File: src/rtl/bfp_frame_scaler_if.sv
// Streaming handshake bundle for bfp_frame_scaler: sample/index input side and
// normalized sample/exponent output side. master = environment, slave = scaler.
interface bfp_frame_scaler_if #(
  parameter int WIDTH     = 23,
  parameter int OUT_WIDTH = 16,
  parameter int IDX_W     = $clog2(WIDTH)
);
  logic [WIDTH-1:0]     in_data;
  logic [IDX_W-1:0]     in_index;
  logic                 in_valid;
  logic                 in_ready;
  logic [OUT_WIDTH-1:0] out_data;
  logic [IDX_W-1:0]     out_exp;
  logic                 out_last;
  logic                 out_valid;
  logic                 out_ready;

  modport master (
    output in_data, in_index, in_valid, out_ready,
    input  in_ready, out_data, out_exp, out_last, out_valid
  );

  modport slave (
    input  in_data, in_index, in_valid, out_ready,
    output in_ready, out_data, out_exp, out_last, out_valid
  );
endinterface

File: src/rtl/bfp_frame_scaler.sv
// Block-floating-point frame normalizer: buffers a frame, shifts it by one common
// exponent. Define BFP_ROUND_EN for round-half-up with positive saturation.
module bfp_frame_scaler #(
  parameter int WIDTH     = 23,
  parameter int OUT_WIDTH = 16,
  parameter int FRAME_LEN = 64,
  parameter int IDX_W     = $clog2(WIDTH)
) (
  input logic               clk,
  input logic               rst_n,
  bfp_frame_scaler_if.slave bus
);

  localparam int                CNT_W    = $clog2(FRAME_LEN);
  localparam logic [IDX_W-1:0]  TOP_IDX  = IDX_W'(WIDTH - 2);
  localparam logic [CNT_W-1:0]  LAST_CNT = CNT_W'(FRAME_LEN - 1);
  localparam int                DROP     = WIDTH - OUT_WIDTH;

  typedef enum logic [1:0] {FILL, CALC, DRAIN} state_t;

  state_t               r_state;
  state_t               w_next_state;
  logic [CNT_W-1:0]     r_wr_cnt;
  logic [CNT_W-1:0]     r_rd_cnt;
  logic [CNT_W-1:0]     w_rd_next;
  logic [IDX_W-1:0]     r_max_idx;
  logic [IDX_W-1:0]     r_exp;
  logic [IDX_W-1:0]     w_idx_clamped;
  logic [WIDTH-1:0]     r_buf [FRAME_LEN];
  logic [WIDTH-1:0]     r_rd_data;
  logic [WIDTH-1:0]     w_shifted;
  logic                 w_in_fire;
  logic                 w_out_fire;

  // Fire terms use the state directly so ready never feeds back into itself.
  assign w_in_fire     = bus.in_valid && (r_state == FILL);
  assign w_out_fire    = bus.out_ready && (r_state == DRAIN);
  assign w_rd_next     = r_rd_cnt + CNT_W'(1);
  assign w_idx_clamped = (bus.in_index > TOP_IDX) ? TOP_IDX : bus.in_index;

  always_ff @(posedge clk or negedge rst_n) begin
    if (!rst_n) r_state <= FILL;
    else        r_state <= w_next_state;
  end

  // NOTE: every output of this block gets a default first, otherwise a path that
  // skips an assignment would infer a latch.
  always_comb begin
    w_next_state  = r_state;
    bus.in_ready  = 1'b0;
    bus.out_valid = 1'b0;
    bus.out_last  = 1'b0;
    case (r_state)
      FILL: begin
        bus.in_ready = 1'b1;
        if (bus.in_valid && (r_wr_cnt == LAST_CNT)) w_next_state = CALC;
      end
      CALC: w_next_state = DRAIN;
      DRAIN: begin
        bus.out_valid = 1'b1;
        bus.out_last  = (r_rd_cnt == LAST_CNT);
        if (bus.out_ready && (r_rd_cnt == LAST_CNT)) w_next_state = FILL;
      end
      default: w_next_state = FILL;
    endcase
  end

  // NOTE: sample storage has no reset; only the control and output registers need
  // a known value, and leaving the array unreset lets it map onto block RAM.
  always_ff @(posedge clk) begin
    if (w_in_fire) r_buf[r_wr_cnt] <= bus.in_data;
  end

  // NOTE: all state updates are non-blocking so every register samples the
  // pre-edge values regardless of statement order.
  always_ff @(posedge clk or negedge rst_n) begin
    if (!rst_n) begin
      r_wr_cnt  <= '0;
      r_rd_cnt  <= '0;
      r_max_idx <= '0;
      r_exp     <= '0;
      r_rd_data <= '0;
    end else begin
      if (w_in_fire) begin
        r_wr_cnt <= r_wr_cnt + CNT_W'(1);
        if ((r_wr_cnt == '0) || (w_idx_clamped > r_max_idx)) r_max_idx <= w_idx_clamped;
      end
      if (r_state == CALC) begin
        r_exp     <= TOP_IDX - r_max_idx;
        r_rd_data <= r_buf[0];
        r_rd_cnt  <= '0;
      end
      // Prefetch the next sample on each output handshake to keep drain bubble-free.
      if (w_out_fire) begin
        r_rd_cnt  <= w_rd_next;
        r_rd_data <= r_buf[w_rd_next];
        if (r_rd_cnt == LAST_CNT) r_max_idx <= '0;
      end
    end
  end

  assign w_shifted = r_rd_data <<< r_exp;

`ifdef BFP_ROUND_EN
  localparam int               RND_POS = (DROP > 0) ? DROP - 1 : 0;
  localparam logic [WIDTH:0]   RND_ADD = (DROP > 0) ? ((WIDTH + 1)'(1) << RND_POS) : '0;
  localparam logic [OUT_WIDTH-1:0] POS_MAX = {1'b0, {(OUT_WIDTH - 1){1'b1}}};

  logic [WIDTH:0] w_sum;
  logic           w_sat;

  // Only a positive value can carry past the top; negatives move toward zero.
  assign w_sum        = {w_shifted[WIDTH-1], w_shifted} + RND_ADD;
  assign w_sat        = !w_sum[WIDTH] && w_sum[WIDTH-1];
  assign bus.out_data = w_sat ? POS_MAX : OUT_WIDTH'(w_sum >> DROP);
`else
  assign bus.out_data = OUT_WIDTH'(w_shifted >> DROP);
`endif

  assign bus.out_exp = r_exp;

endmodule

File: src/flat_wrapper.sv
// flat-port wrapper written by rule: the top's interface ports become plain ports
module bfp_frame_scaler_flat 
#(
  parameter int WIDTH     = 23,
  parameter int OUT_WIDTH = 16,
  parameter int FRAME_LEN = 64,
  parameter int IDX_W     = $clog2(WIDTH)
)
  (clk, rst_n, bus_in_data, bus_in_index, bus_in_valid, bus_out_ready, bus_in_ready, bus_out_data, bus_out_exp, bus_out_last, bus_out_valid);
  bfp_frame_scaler_if #(.WIDTH(WIDTH), .OUT_WIDTH(OUT_WIDTH), .IDX_W(IDX_W)) bus_i ();
  input logic clk;
  input logic rst_n;
  input wire logic [$bits(bus_i.in_data)-1:0] bus_in_data;
  input wire logic [$bits(bus_i.in_index)-1:0] bus_in_index;
  input wire logic [$bits(bus_i.in_valid)-1:0] bus_in_valid;
  input wire logic [$bits(bus_i.out_ready)-1:0] bus_out_ready;
  output wire logic [$bits(bus_i.in_ready)-1:0] bus_in_ready;
  output wire logic [$bits(bus_i.out_data)-1:0] bus_out_data;
  output wire logic [$bits(bus_i.out_exp)-1:0] bus_out_exp;
  output wire logic [$bits(bus_i.out_last)-1:0] bus_out_last;
  output wire logic [$bits(bus_i.out_valid)-1:0] bus_out_valid;
  assign bus_i.in_data = bus_in_data;
  assign bus_i.in_index = bus_in_index;
  assign bus_i.in_valid = bus_in_valid;
  assign bus_i.out_ready = bus_out_ready;
  assign bus_in_ready = bus_i.in_ready;
  assign bus_out_data = bus_i.out_data;
  assign bus_out_exp = bus_i.out_exp;
  assign bus_out_last = bus_i.out_last;
  assign bus_out_valid = bus_i.out_valid;
  bfp_frame_scaler #(.WIDTH(WIDTH), .OUT_WIDTH(OUT_WIDTH), .FRAME_LEN(FRAME_LEN), .IDX_W(IDX_W)) u_core (.clk(clk), .rst_n(rst_n), .bus(bus_i));
endmodule
File: config.mk
export PLATFORM = sky130hd
export DESIGN_NAME = bfp_frame_scaler_flat
export DESIGN_NICKNAME = d
export VERILOG_FILES = /design/src/rtl/bfp_frame_scaler_if.sv /design/src/rtl/bfp_frame_scaler.sv /design/src/flat_wrapper.sv
export SDC_FILE = /design/constraint.sdc
export NUM_CORES = 2
export LEC_CHECK = 0
export BUFFER_PORTS_ARGS = -buffer_cell sky130_fd_sc_hd__buf_2
export CAP_MARGIN = 20
export CELL_PAD_IN_SITES_DETAIL_PLACEMENT = 1
export CELL_PAD_IN_SITES_GLOBAL_PLACEMENT = 1
export CORE_ASPECT_RATIO = 0.9
export CORE_MARGIN = 2
export CORE_UTILIZATION = 50
export CTS_BUF_LIST = sky130_fd_sc_hd__clkbuf_4 sky130_fd_sc_hd__clkbuf_8 sky130_fd_sc_hd__clkbuf_16
export DETAILED_ROUTE_END_ITERATION = 7
export PLACE_DENSITY = 0.79
export REMOVE_ABC_BUFFERS = 1
export SYNTH_ARGS = -nofsm -noshare
export SYNTH_HDL_FRONTEND = slang
export SYNTH_SLANG_ARGS = --single-unit
File: constraint.sdc
create_clock -name clk -period 3.9 [get_ports clk]
set_input_delay 0.39 -clock clk [delete_from_list [all_inputs] [get_ports clk]]
set_output_delay 0.39 -clock clk [all_outputs]
set_load 0.02 [all_outputs]
==> results_dict.tcl <==
set metrics [dict create \
    min_path_type "primary input to flop" \
    layout.cells.most_common_list "edfxtp_1 (1472), mux4_2 (360), nand2_1 (341), buf_4 (160), clkbuf_16 (151)" \
    grt_pass1_vias 34300 \
    cp_top_family "flip-flops" \
    first_pass_iters 6 \
    drt-initial-drc-count 5003 \
    synth_edf_count 1472 \
    finalCritPeriodShare_pct 94.8 \
    power_density_nw_per_um2 649 \
    synth.cell_area_sq_um 59900 \
    finalHoldViolCount 0 \
    dp_slack_ps 606 \
    yosys_register_bits 1519 \
    dieArea_sq_um 123000 \
    worstSetupStartpointType "flop" \
    routedWlPerCell_um 36.3 \
    p_leak_nw 21.7 \
    end_kind "primary output" \
    layout-drive-gt1-share_pct 27.4 \
    grt_max_degree 101 \
    syn-instance-count 3034 \
    clockBufferDepth 3 \
    final_common_cell "edfxtp_1" \
    dieWidth_um 369 \
    arrival_ps 3310 \
    crit_path_start "u_core.bus.out_exp[1]" \
    grt_overflow 0 \
    ys_warn_count 0 \
    port-buffer-count 55 \
    worstSetupPathDepth 8 \
    gp_congestion 0.992 \
    cp_cell_sequence "buf_4 > nor2b_1 > a211oi_1 > a21oi_1 > mux2_2 > o21ai_0 > o22ai_1 > buf_2" \
    clock_latency_ps 790 \
    maxSlewHeadroom_pct 26.0 \
    vias 33400 \
    synthArstFlopShare_pct 3.09 \
    worstSetupPathType "flop to primary output" \
    rsz0062_at_grt "no" \
    n_fill_cell 10300 \
    clock-root-buffer "clkbuf_16" \
    grt_usage_pct 29.7 \
    pin_count 56 \
    setup_ws_ps 204 \
    coreArea_sq_um 119000 \
    fin_setup_tns_ps 0 \
    antenna_left 0 \
    timing.rr.start "u_core.r_state[1]" \
    grt_first_pass_wirelength_mm 257 \
    fin_skew_ps 26.0 \
    cts.repair.resized 0 \
    cts_tree "done" \
    cts_sinks 1519 \
    die_h_um 332 \
    slew_violations 0 \
    viasPerCell 6.75 \
    drc 0 \
    slowest_delay_ps 890 \
    ys.flop_type "edfxtp_1" \
    max_clock_freq_mhz 271 \
    final_cells 4947 \
    cts_made_buffers 148 \
    grt_antenna_before_repair 9 \
    reg2regPathDepth 5 \
    design_area_sq_um 67900 \
    dp_hpwl_mm 110 \
    num-nets-final 3281 \
    synth.yosys.seq_area_share_pct 75.8 \
    finalCriticalPeriod_ps 3700 \
    cp_slowest_cell "dfrtp_1" \
    worst_ep_required_time_ps 3510 \
    dp_cells 4669 \
    rr_endpoint "u_core.r_buf[29][17]" \
    clk_pin_slew_ps 60 \
    fp-row-count 120 \
    ir_worst_vdd_mv 0.527 \
    initial_core_util_pct 50.3 \
    cts-htree-levels 4 \
    status "complete, no violations" \
    hold_slack_ps 23.1 \
    crit_path_end "bus_out_data[11]" \
    totalWireLength_mm 180 \
    maxCapViolCount 0 \
    ys_types 54 \
    avgSynthCellArea_sq_um 19.7 \
    tightest_slew_ps 1110 \
    finalSetupViolCount 0 \
    dpl-instance-area_sq_um 63000 \
    syn_to_final_growth_pct 13.4 \
    path_max_fanout 20 \
    cp.buffers_inverters 2 \
    r2r_setup_slack_ps 350 \
]
## power by group
| group | switching, mW | internal, mW |
|---|---|---|
| combinational | 7.28 | 4.19 |
| clock | 6.14 | 7.95 |
| sequential | 0.451 | 18.0 |
## repair_timing
action	in CTS	in global routing
setup buffers	0	0
hold buffers	3	0
endpoints found under the hold margin	35	0
## metrics by stage
step           total power [mW]  util (%)
2_1_floorplan              25.6         -
3_3_place_gp               29.4      53.0
3_5_place_dp               29.8      53.0
4_1_cts                    43.8      57.0
5_1_grt                    45.0      57.1
6_report                   44.0      57.1
## registers in the layout (all words and copies together) (netlist names)
signal and cells:
u_core.r_rd_data 23, u_core.bus.out_exp 5, u_core.r_rd_cnt 6, u_core.r_buf 1472, u_core.r_state 2, u_core.r_max_idx 5
u_core.r_wr_cnt 6
## worst register-to-register path: stages (launching register included)
cell and delay, ps:
dfrtp_1 600, nor3b_2 720, and2_0 450, nand2_1 580, nor2_2 280, buf_4 480
## layer usage
layer / vias up / GRT usage (%) / share of wire (%)
met1: 17600 / 39.7 / 36
li1: 12800 / - / -
met4: 6 / 15.1 / 5.6
met5: - / 0 / 0.026
met3: 509 / 7.25 / 11
met2: 2432 / 45.7 / 47
## final cells by class
class | instances | area (sq um) | area share, %
multi-input cells | 1315 | 13800 | 20.3
well taps | 1586 | 1980 | 2.92
clock buffers | 191 | 4090 | 6.02
diodes | 4 | 10.0 | 0.0147
flip-flops and latches | 1519 | 45400 | 66.9
repair buffers | 240 | 1960 | 2.89
inverters | 16 | 60.1 | 0.0885
clock inverters | 76 | 631 | 0.929
## synthesized netlist by cell type, drive strengths merged, types with 9 or more instances
master      n  area [sq um]
edfxtp   1472         44200
mux4      360          8110
nand2     341          1280
nand3     111           561
nor2       99           372
clkbuf     97           364
buf        87           551
mux2i      87           871
nand4      54           338
o21ai      54           270
dfrtp      47          1180
a32o       33           330
a32oi      24           210
a21oi      22           110
inv        15          56.3
xnor2      11           111
nor2b      10          62.6
ha          9           113
o2111ai     9          78.8
## kinds of logic (layout without fill, tap and decap cells)
| group | Yosys count | count (layout) | synth area share [%] |
|---|---|---|---|
| compound gates | 189 | 189 | 2.27 |
| xor+xnor | 14 | 14 | 0.230 |
| fa+ha+maj | 9 | 9 | 0.188 |
| buf+inv | 200 | 523 | 1.63 |
| flops | 1519 | 1519 | 75.8 |
| mux | 452 | 452 | 15.1 |
| other cells | 0 | 4 | 0 |
| simple gates | 651 | 651 | 4.78 |
## worst min path at each step
stage                              from               endpoint  slack (ps)  cells after the start
floorplan                         rst_n  u_core.bus.out_exp[0]          90                      0
global placement    u_core.r_buf[0][15]   u_core.r_rd_data[15]         490                      2
detailed placement  u_core.r_buf[0][15]   u_core.r_rd_data[15]         500                      2
CTS                      bus_in_data[0]    u_core.r_buf[37][0]          10                      1
global route             bus_in_data[1]    u_core.r_buf[43][1]          30                      1
finish                   bus_in_data[1]    u_core.r_buf[43][1]          20                      1
Power figures use the tool's default switching activity.
